<file path="src/rtl/br_amba_iso_ds_fsm.sv">
// Purpose: isolates a downstream AXI subordinate by closing AR/AW and finishing owed W, then waits for B/R to drain.
// Latency: blocks assert 1 cycle after isolate_req is seen high; isolate_done 1 cycle after the registered counters read empty.
// Backpressure: block_* gate valid/ready at the downstream port; no path from any input to any output in the same cycle.
//
// Ports:
//   clk, rst_n            clock, asynchronous active-low reset
//   isolate_req           level request to isolate the downstream port
//   isolate_done          downstream drained and fully blocked
//   aw_hs, w_hs, w_last   post-gate AW / W handshakes (w_last qualifies w_hs)
//   b_hs, ar_hs           post-gate B / AR handshakes
//   r_hs, r_last          post-gate R handshake (r_last qualifies r_hs)
//   block_aw/w/ar         gate controls towards the isolation mux

module br_amba_iso_ds_fsm #(
    parameter int MaxOutstanding = 16,
    localparam int CountWidth = $clog2(MaxOutstanding + 1)
) (
    input  logic clk,
    input  logic rst_n,
    input  logic isolate_req,
    output logic isolate_done,
    input  logic aw_hs,
    input  logic w_hs,
    input  logic w_last,
    input  logic b_hs,
    input  logic ar_hs,
    input  logic r_hs,
    input  logic r_last,
    output logic block_aw,
    output logic block_w,
    output logic block_ar
);

    generate
        if (MaxOutstanding < 1) begin : g_bad_param
            $error("MaxOutstanding must be >= 1");
        end
    endgenerate

    localparam logic [CountWidth-1:0] CntOne  = CountWidth'(1);
    localparam logic signed [CountWidth:0] OwedOne = (CountWidth + 1)'(1);

    typedef enum logic [1:0] {
        ST_NORMAL   = 2'd0,
        ST_DRAIN    = 2'd1,
        ST_ISOLATED = 2'd2
    } state_e;

    state_e state;
    state_e state_d;

    logic [CountWidth-1:0]   wr_cnt;
    logic [CountWidth-1:0]   wr_cnt_d;
    logic [CountWidth-1:0]   rd_cnt;
    logic [CountWidth-1:0]   rd_cnt_d;
    // Positive: AWs accepted whose W burst has not completed.
    // Negative: W bursts that completed ahead of their AW.
    logic signed [CountWidth:0] w_owed;
    logic signed [CountWidth:0] w_owed_d;
    logic                    w_in_burst;
    logic                    w_in_burst_d;

    logic r_done;
    logic w_done;
    logic owed_neg;
    logic owed_pos;
    logic drained;

    assign r_done   = r_hs & r_last;
    assign w_done   = w_hs & w_last;
    assign owed_neg = w_owed[CountWidth];
    assign owed_pos = !w_owed[CountWidth] && (w_owed != '0);
    assign drained  = (wr_cnt == '0) && (rd_cnt == '0) && (w_owed == '0) && !w_in_burst;

    // ------------------------------------------------------------------
    // Tracking counters: updated in every state so that traffic accepted
    // before or during the request cycle is accounted for.
    // ------------------------------------------------------------------
    always_comb begin
        wr_cnt_d = wr_cnt;
        case ({aw_hs, b_hs})
            2'b10:   wr_cnt_d = wr_cnt + CntOne;
            2'b01:   wr_cnt_d = wr_cnt - CntOne;
            default: wr_cnt_d = wr_cnt;
        endcase
    end

    always_comb begin
        rd_cnt_d = rd_cnt;
        case ({ar_hs, r_done})
            2'b10:   rd_cnt_d = rd_cnt + CntOne;
            2'b01:   rd_cnt_d = rd_cnt - CntOne;
            default: rd_cnt_d = rd_cnt;
        endcase
    end

    always_comb begin
        w_owed_d = w_owed;
        case ({aw_hs, w_done})
            2'b10:   w_owed_d = w_owed + OwedOne;
            2'b01:   w_owed_d = w_owed - OwedOne;
            default: w_owed_d = w_owed;
        endcase
    end

    always_comb begin
        w_in_burst_d = w_in_burst;
        if (w_hs) begin
            w_in_burst_d = !w_last;
        end
    end

    always_ff @(posedge clk or negedge rst_n) begin
        if (!rst_n) begin
            wr_cnt     <= '0;
            rd_cnt     <= '0;
            w_owed     <= '0;
            w_in_burst <= 1'b0;
        end else begin
            wr_cnt     <= wr_cnt_d;
            rd_cnt     <= rd_cnt_d;
            w_owed     <= w_owed_d;
            w_in_burst <= w_in_burst_d;
        end
    end

    // ------------------------------------------------------------------
    // FSM: state register
    // ------------------------------------------------------------------
    always_ff @(posedge clk or negedge rst_n) begin
        if (!rst_n) begin
            state <= ST_NORMAL;
        end else begin
            state <= state_d;
        end
    end

    // ------------------------------------------------------------------
    // FSM: next state. Once draining starts it always completes through
    // Isolated, even if the request is withdrawn meanwhile, so the
    // subordinate is never handed back half-drained.
    // ------------------------------------------------------------------
    always_comb begin
        state_d = state;
        case (state)
            ST_NORMAL: begin
                if (isolate_req) begin
                    state_d = ST_DRAIN;
                end
            end
            ST_DRAIN: begin
                if (drained) begin
                    state_d = ST_ISOLATED;
                end
            end
            ST_ISOLATED: begin
                if (!isolate_req) begin
                    state_d = ST_NORMAL;
                end
            end
            default: state_d = ST_NORMAL;
        endcase
    end

    // ------------------------------------------------------------------
    // FSM: outputs, decoded from registered state and counters only.
    // During drain AW is reopened only to pair with W bursts that already
    // led, and W only for accepted AWs or to finish a burst in flight.
    // ------------------------------------------------------------------
    always_comb begin
        block_aw     = 1'b0;
        block_w      = 1'b0;
        block_ar     = 1'b0;
        isolate_done = 1'b0;
        case (state)
            ST_NORMAL: begin
                block_aw = 1'b0;
            end
            ST_DRAIN: begin
                block_ar = 1'b1;
                block_aw = !owed_neg;
                block_w  = !(owed_pos || w_in_burst);
            end
            ST_ISOLATED: begin
                block_aw     = 1'b1;
                block_w      = 1'b1;
                block_ar     = 1'b1;
                isolate_done = 1'b1;
            end
            default: begin
                block_aw = 1'b0;
            end
        endcase
    end

    // ------------------------------------------------------------------
    // Assertions
    // ------------------------------------------------------------------
`ifndef SYNTHESIS
    localparam logic [CountWidth-1:0]   CntMax  = CountWidth'(MaxOutstanding);
    localparam logic signed [CountWidth:0] OwedMax = (CountWidth + 1)'(MaxOutstanding);
    localparam logic signed [CountWidth:0] OwedMin = (CountWidth + 1)'(-MaxOutstanding);

    a_wr_ovf: assert property (@(posedge clk) disable iff (!rst_n)
        !(aw_hs && !b_hs && (wr_cnt == CntMax)));
    a_wr_udf: assert property (@(posedge clk) disable iff (!rst_n)
        !(b_hs && !aw_hs && (wr_cnt == '0)));
    a_rd_ovf: assert property (@(posedge clk) disable iff (!rst_n)
        !(ar_hs && !r_done && (rd_cnt == CntMax)));
    a_rd_udf: assert property (@(posedge clk) disable iff (!rst_n)
        !(r_done && !ar_hs && (rd_cnt == '0)));
    a_cnt_range: assert property (@(posedge clk) disable iff (!rst_n)
        (wr_cnt <= CntMax) && (rd_cnt <= CntMax));
    a_owed_range: assert property (@(posedge clk) disable iff (!rst_n)
        (w_owed <= OwedMax) && (w_owed >= OwedMin));
    a_aw_blocked: assert property (@(posedge clk) disable iff (!rst_n)
        !(aw_hs && block_aw));
    a_ar_blocked: assert property (@(posedge clk) disable iff (!rst_n)
        !(ar_hs && block_ar));
    a_w_blocked: assert property (@(posedge clk) disable iff (!rst_n)
        !(w_hs && block_w));
    a_state_known: assert property (@(posedge clk) disable iff (!rst_n)
        !$isunknown(state));
    a_done_empty: assert property (@(posedge clk) disable iff (!rst_n)
        isolate_done |-> ((wr_cnt == '0) && (rd_cnt == '0)));
`endif

endmodule

</file>
<file path="config.mk">
export PLATFORM = sky130hd
export DESIGN_NAME = br_amba_iso_ds_fsm
export DESIGN_NICKNAME = d
export VERILOG_FILES = /design/src/rtl/br_amba_iso_ds_fsm.sv
export SDC_FILE = /design/constraint.sdc
export NUM_CORES = 1
export LEC_CHECK = 0
export ABC_CLOCK_PERIOD_IN_PS = 5130
export BUFFER_PORTS_ARGS = -buffer_cell sky130_fd_sc_hd__buf_2
export CORE_MARGIN = 10
export CORE_UTILIZATION = 50
export DETAILED_ROUTE_END_ITERATION = 8
export GPL_TIMING_DRIVEN = 1
export PLACE_DENSITY = 0.74
export SLEW_MARGIN = 40
export SYNTH_ARGS = -nofsm -noshare
export SYNTH_HDL_FRONTEND = slang
export SYNTH_SLANG_ARGS = --single-unit
</file>
<file path="constraint.sdc">
create_clock -name clk -period 5.13 [get_ports clk]
set_input_delay 1.026 -clock clk [delete_from_list [all_inputs] [get_ports clk]]
set_output_delay 1.026 -clock clk [all_outputs]
set_load 0.05 [all_outputs]
</file>
Yosys cells after proc, flatten, opt, wreduce, memory -nomap -nowiden
Index checks and enable logic that the tools add are counted.

Input port bits: 10. Word-level logic and storage cells: 54. Flip-flop bits (word level): 19. Output and inout port bits: 4.

Bitwise gates (word level): 2. $add $sub $neg: 6. Mux-type cells: 11. Equality and inequality tests: 11. Reductions and logical operators: 19.

Operators by type and width (count): case mux 5 bit (2 select lines) (2); case mux 6 bit (2 select lines) (1); adder 5 x 1 -> 5 bit, second input constant (2); logical NOT 5 bit (2); subtractor 5 x 1 -> 5 bit, second input constant (2); == test 2 x 1 -> 1 bit, second input constant (4); == test 2 bit, second input constant (4); adder 6 x 2 -> 6 bit, second input constant (1); logical NOT 6 bit (1); two-way mux 2 bit (3); != test 2 bit, second input constant (3); case mux 2 bit (3 select lines) (1); nonzero test 2 bit (3); nonzero test 6 bit (1); subtractor 6 x 2 -> 6 bit, second input constant (1); logical AND 1 bit (4); logical NOT 1 bit (4); case mux 1 bit (2 select lines) (2); AND reduction 3 bit (1); AND 1 bit (2); logical NOT 2 bit (1); two-way mux 1 bit (2); OR reduction 2 bit (1); logical OR 1 bit (1).

Longest topological paths before layout
Gate-level depths: netlist (run 1).

Word-level depth: 6. Mapped depth: 8.

Worst setup path after synthesis (run 1)
No wires, ideal clock.

Path type: input to register. From: in r_hs. To: reg rd_cnt[4]. Setup time: 0.154 ns. Path buffers: 0. Cell stages on the path: 7. Data arrival time: 2.488 ns. Slack: 2.487 ns. Cell sequence: and2_1 > ha_1 > ha_1 > nor2b_1 > o21a_1 > o311ai_0 > o311ai_0.

Cells in the longest elaborated chain, start to end: 3.

RTL lines: start, declared (line 27) `input logic r_hs,`; AND 1 bit * (line 69) `assign r_done = r_hs & r_last;`; == test 2 x 1 -> 1 bit / == test 2 bit (equally long branches) (line 90) `case ({ar_hs, r_done})`; case mux 5 bit (2 select lines) / nonzero test 2 bit (equally long branches); end signal, assigned (line 121) `rd_cnt <= rd_cnt_d;`; end, declared (line 54) `logic [CountWidth-1:0] rd_cnt;`.

Mark *: on every way between the ends. The rest lies on a longest branch, timed or not. A chain may end at the register's enable or synchronous reset.

Worst setup path after layout (run 1)
From: reg w_owed[2]. To: out block_w.

Cells in the longest elaborated chain, start to end: 5.

RTL lines: start, declared (line 58) `logic signed [CountWidth:0] w_owed;`; start signal, assigned (line 122) `w_owed <= w_owed_d;`; nonzero test 6 bit (line 72) `assign owed_pos = !w_owed[CountWidth] && (w_owed != '0);`; logical AND 1 bit (line 72); logical OR 1 bit (line 182) `block_w = !(owed_pos || w_in_burst);`; logical NOT 1 bit (line 182); case mux 1 bit (2 select lines) (line 175) `case (state)`; end, declared (line 30) `output logic block_w,`.

Every way passes these cells.

==> impl_metrics.toml, run 1 <==
[timing]
drv_slew = 0
finalClockSkew_ps = 5.158
rsz0062_at_grt = "no"
slew_headroom = 0.7179
period_needed_ps = 2929
worst_slack_ps = 2201
worst-slew-pin-transition_ps = 423.1
hold_viol = 0
setup-tns-final_ps = 0
setup_viol = 0
post-route-period-util = 0.5710
fmax_ghz = 0.3414

[floorplan]
die_area_sq_um = 5407
die_width_microns = 73.53
ios = 14
die_h_microns = 73.53
core_sq_um = 2758
start_util = 0.5195
rows = 19

[placed_design]
pre_cts_ws_ps = 2193
place_hpwl_mm = 2.261
placed_cells = 193
dpl-instance-area_sq_um = 1516
port-buffer-count = 13
gp_congestion = 0.8809

[pwr]
peakVddDrop_v = 0.0002954
p_leak_nw = 0.7157
powerDensity_nw_per_um2 = 468.6
power_mw = 0.7229

[cts]
cts_max_level = 1
clock_path_buffers = 2
numCtsBuffers = 3
clock_sinks = 19
cts_resized = 0
cts_setup_buffers = 0
clock_latency_ps = 300
path_clk_slew_ps = 110
cts_tree = "built"
cts_root_buffer = "clkbuf_4"
hold_buffers = 0

[worst_setup_path]
crit_fanout = 10
r2r_slack_ps = 3280
setup.worst_path.start = "w_owed[2]"
reg2reg_depth = 6
worstPathRequired_ps = 4100
cp-start-kind = "flop"
arrival_ps = 1900
reg2reg_to = "w_owed[4]"
crit_end = "block_w"
path_class = "reg2out"
critPathCaptureType = "primary output"
r2r-start = "w_owed[1]"

[detailed_routing]
totalWireLength_mm = 2.824
routed_via_density = 5.883
vias = 1159
first_iter_violations = 64
ant_nets = 0
dr.pass1.iters = 5
wl_per_cell_microns = 14.34
remaining_drc_errors = 0

[yosys]
synth-compound-area-share = 0.1869
yosysUniqueCellTypes = 39
ys_seq_area_frac = 0.3319
syn_avg_cell_area_sq_um = 9.364
synth_top_family_by_area = "compound AO/OA/AOI/OAI gates"
synthAdderAreaFrac = 0.1590
synthFlopType = "dfrtp_1"
postSynthNetCount = 180
postSynthCellCount = 153
synth_xor_area_frac = 0.07948
async_reset_ff_frac = 1.000
synth_warnings = 0
netlist_area_sq_um = 1433
synth_edf_count = 0
yosysMostFrequentCell = "dfrtp_1"
synth.area.top_cells = "dfrtp_1, ha_1, xor2_1, inv_1, o21ai_0"
yosysTopAreaCell = "dfrtp_1"
synth_seq_cells = 19
yosys-top-cells-count = "dfrtp_1, ha_1, inv_1, nand2_1, o21ai_0"
synth_mux_area_frac = 0.02882
yosys.area_share.simple = 0.1607
yosysTopAreaCellShare = 0.3319

[hold_path]
min_from = "w_owed[5]"
min_path_type = "reg2reg"

[global_routing]
overflow = 0
grt_first_pass_wirelength_mm = 5.016
antenna_found_initial = 0
grt_start_max_net_pins = 20
grt_usage = 0.1115
grt_pass1_vias = 1157

[finish]
fin_area_sq_um = 1543
synthToLayoutAreaGrowth_pct = 7.686
final_nets = 194
num-fill-cells = 252
stdcell_count = 197
drive_gt1_frac = 0.1205
diodes = 0

[job]
maxCapViolCount = 0

[outcome]
status = "complete, no violations"
per-stage QoR:
stage          utilization  hold WS [ps]
6_report            0.5594         528.4
5_1_grt             0.5594         559.9
4_1_cts             0.5594         531.3
3_5_place_dp        0.5499         513.8
3_3_place_gp        0.5499         503.8
2_1_floorplan            -         479.0
where the power goes:
group	leakage [nW]	switching, mW	internal, mW
logic	0.475	0.176	0.158
registers	0.226	0.0954	0.216
clock network	0.0150	0.0474	0.0303
worst min-delay path by stage:
stage	cells past startpoint	to	slack, ps
2_1_floorplan	2	rd_cnt[2]	480
3_3_place_gp	1	w_owed[5]	500
3_5_place_dp	1	rd_cnt[0]	510
4_1_cts	1	w_owed[5]	530
5_1_grt	1	wr_cnt[0]	560
6_report	1	w_owed[5]	530
logic make-up after synthesis:
kind of cell	Yosys count
AO/OA/AOI/OAI	39
XOR/XNOR	13
adder cells (fa/ha/maj)	17
buffers and inverters	19
flip-flops	19
multiplexers	4
AND/OR/NAND/NOR	42
cell usage in the layout, fill, tap and decap left out, types with 2 or more instances in the layout:
cell	count
or3_1	2
a31oi_1	3
nand2_1	10
o21ai_0	10
dfrtp_1	19
a21o_1	3
ha_1	15
and2_1	2
nor4_1	2
nor2_1	6
o21a_1	4
xor2_1	9
o211ai_1	3
nor3_1	5
clkbuf_4	3
o311ai_0	4
xnor2_1	4
inv_1	14
a21oi_1	5
nand3_1	5
mux2i_1	3
fa_1	2
buf_2	13
o31a_1	2
nor2b_1	4
cell type report:
| class | count | area, sq um | share of cell area |
|---|---|---|---|
| Multi-Input combinational cell | 115 | 880.8 | 0.5710 |
| Sequential cell | 19 | 475.5 | 0.3082 |
| Timing Repair Buffer | 13 | 65.06 | 0.04217 |
| Inverter | 15 | 56.30 | 0.03650 |
| Tap cell | 31 | 38.79 | 0.02514 |
| Clock buffer | 4 | 26.28 | 0.01703 |
worst max-delay path, stage by stage, from the launching register on:
cell	delay [ps]
dfrtp_1	520
nor4_4	410
a21oi_1	110
nor3_1	180
o21a_1	130
buf_2	250
state kept, by name, indices dropped and copies added (netlist names):
signal	count
state	2
rd_cnt	5
w_owed	6
wr_cnt	5
w_in_burst	1
layer usage:
metal | up-vias | share of wire | GRT usage
li1 | 572 | - | -
met1 | 555 | 0.41 | 0.1253
met2 | 30 | 0.54 | 0.1970
met3 | 2 | 0.051 | 0.02557
met4 | 0 | 0.0046 | 0.04348
met5 | - | 0 | 0
Power figures use the tool's default switching activity.
==> inputs of run 2 (changes only) <==
- ABC_AREA: unset -> 1
- ABC_CLOCK_PERIOD_IN_PS: 5130 -> 2650
- PLACE_DENSITY: 0.74 -> 0.77
- clock period: 5.13 -> 2.65 ns (I/O delays scaled with it)
==> run 2 against run 1 <==
- synthesized cell count is 30% higher
- design area increased by 1.9%
- first-iteration DRC count increased by 100%
- critical path type unchanged
- highest routed layer unchanged
- routed wire length fell by 4.1%
- non-clock buffer count is the same
- core utilization grew 0.60 points
- worst setup slack worse by 1700 ps
- largest power group unchanged
==> impl_metrics.toml, run 2 <==
[outcome]
status = "complete, no violations"

[yosys]
synth-compound-area-share = 0.1152
synth_mux_area_frac = 0.007679
synth_warnings = 0
yosysTopAreaCellShare = 0.3242
yosysTopAreaCell = "dfrtp_1"
synth_seq_cells = 19
ys_seq_area_frac = 0.3242
yosysUniqueCellTypes = 25
synthFlopType = "dfrtp_1"
syn_avg_cell_area_sq_um = 7.369
yosysMostFrequentCell = "nand2_1"
synth_edf_count = 0
async_reset_ff_frac = 1.000
synthAdderAreaFrac = 0.1553
yosys.area_share.simple = 0.2253
synth_xor_area_frac = 0.04693
synth_top_family_by_area = "simple AND/OR/NAND/NOR gates"
netlist_area_sq_um = 1466
synth.area.top_cells = "dfrtp_1, ha_1, nand2_1, inv_1, nand3_1"
postSynthNetCount = 226
yosys-top-cells-count = "nand2_1, inv_1, dfrtp_1, nand3_1, a21oi_1"
postSynthCellCount = 199

[cts]
cts_resized = 0
path_clk_slew_ps = 110
cts_setup_buffers = 0
hold_buffers = 0
clock_latency_ps = 290
cts_max_level = 1
cts_root_buffer = "clkbuf_4"
numCtsBuffers = 3
clock_path_buffers = 2
clock_sinks = 19
cts_tree = "built"

[detailed_routing]
first_iter_violations = 129
wl_per_cell_microns = 11.14
dr.pass1.iters = 4
ant_nets = 0
routed_via_density = 4.942
remaining_drc_errors = 0
totalWireLength_mm = 2.707
vias = 1201

[timing]
setup_viol = 0
finalClockSkew_ps = 2.810
drv_slew = 0
period_needed_ps = 2104
worst-slew-pin-transition_ps = 431.4
hold_viol = 0
worst_slack_ps = 545.8
fmax_ghz = 0.4752
setup-tns-final_ps = 0
post-route-period-util = 0.7940
slew_headroom = 0.7124
rsz0062_at_grt = "no"

[finish]
top_regs = "w_owed x6, rd_cnt x5, wr_cnt x5"
largest_reg_flops = 6
final_nets = 240
drive_gt1_frac = 0.1274
diodes = 0
num-fill-cells = 289
layout_commonest_cell = "nand2_1"
top_register = "w_owed"
synthToLayoutAreaGrowth_pct = 7.253
layout_common_cells = "nand2_1, inv_1, dfrtp_1"

[worst_setup_path]
worstPathRequired_ps = 2120
path_class = "reg2out"
crit_path_top_delay_cell = "dfrtp_1"
critPathCaptureType = "primary output"
path_cells = "nor2_1 > nand2_1 > o21ai_0 > nand3_1 > a21oi_1 > buf_2"
arrival_ps = 1570
path_delay_family = "flip-flops"
cp-start-kind = "flop"
critPathBufInv = 1
crit_fanout = 5
slowest_delay_ps = 460

[global_routing]
grt_usage = 0.1077
grt_start_max_net_pins = 20
antenna_found_initial = 0
grt_first_pass_wirelength_mm = 4.919
grt_pass1_vias = 1174
overflow = 0

[floorplan]
core_sq_um = 2781
ios = 14
die_width_microns = 74.16
rows = 19
die_h_microns = 74.16
die_area_sq_um = 5499
start_util = 0.5272

[pwr]
powerDensity_nw_per_um2 = 1018
peakVddDrop_v = 0.0006513
p_leak_nw = 0.8914

[placed_design]
place_hpwl_mm = 2.139
port-buffer-count = 13
gp_congestion = 0.8822
pre_cts_ws_ps = 470.8

[hold_path]
min_path_type = "in2async"

[job]
maxCapViolCount = 0
## run 2: changes by cell type after synthesis, moves of 5 or more
cell and delta:
a21oi_1 +11, inv_1 +26, xor2_1 -7, nand2_2 +5
nand2_1 +31, nand3_1 +13
## run 2: per-stage QoR
stage	instance area, sq um	instances	utilization	hold WS, ps	total power [mW]
after floorplan	1466	199	-	234.4	1.280
after global placement	1546	239	0.5560	486.1	1.438
after detailed placement	1546	239	0.5560	485.5	1.458
after CTS	1573	243	0.5655	167.8	1.610
after global routing	1573	243	0.5655	166.2	1.783
final	1573	243	0.5655	156.6	1.602
## run 2: worst reg2reg max path, cell delays in order, from the launching register on
cell and delay [ps]:
dfrtp_1 440, inv_1 80, fa_1 410, inv_1 90, nand3_1 70, nand2_1 80
a21oi_1 60, o21ai_0 100, xor2_1 160
## run 2: path summary, 6_finish.rpt
| kind | slack, ps | end | start | cells after the start |
|---|---|---|---|---|
| worst max-delay path | 550 | block_w | w_owed[3] | 6 |
| worst min-delay path | 160 | rd_cnt[4] | rst_n | 1 |
| worst max register to register | 1090 | wr_cnt[4] | wr_cnt[0] | 8 |
| worst min register to register | 510 | rd_cnt[0] | rd_cnt[0] | 1 |
| max in group asynchronous | 2200 | wr_cnt[1] | rst_n | 1 |
| min in group clk | 480 | w_in_burst | w_hs | 3 |
## run 2: metal layers
| metal | track usage | share of wire |
|---|---|---|
| met2 | 0.1752 | 0.46 |
| met1 | 0.1377 | 0.50 |
| met3 | 0.03059 | 0.031 |
| met4 | 0.02484 | 0.0052 |
| met5 | 0 | 0 |
## run 2: cell type report
cell class,instances,area [sq um],share of cell area
sequential,19,475.5,0.3023
timing repair buffer,13,65.06,0.04137
inverter,42,160.2,0.1018
multi-input combinational,134,807.0,0.5131
tap,31,38.79,0.02466
clock buffer,4,26.28,0.01671
## run 2: where the power goes
part           internal (mW)  leakage, nW  switching (mW)  total, mW
sequential             0.430        0.226           0.141      0.571
clock                 0.0586       0.0150          0.0897      0.148
combinational          0.319        0.650           0.563      0.882
total                  0.807        0.891           0.794       1.60
## run 2: kinds of logic after synthesis
| logic type | count (synthesis) |
|---|---|
| AND/OR/NAND/NOR | 76 |
| multiplexers | 1 |
| XOR/XNOR | 7 |
| flip-flops | 19 |
| buffers and inverters | 46 |
| adder cells (fa/ha/maj) | 17 |
| AO/OA/AOI/OAI | 33 |
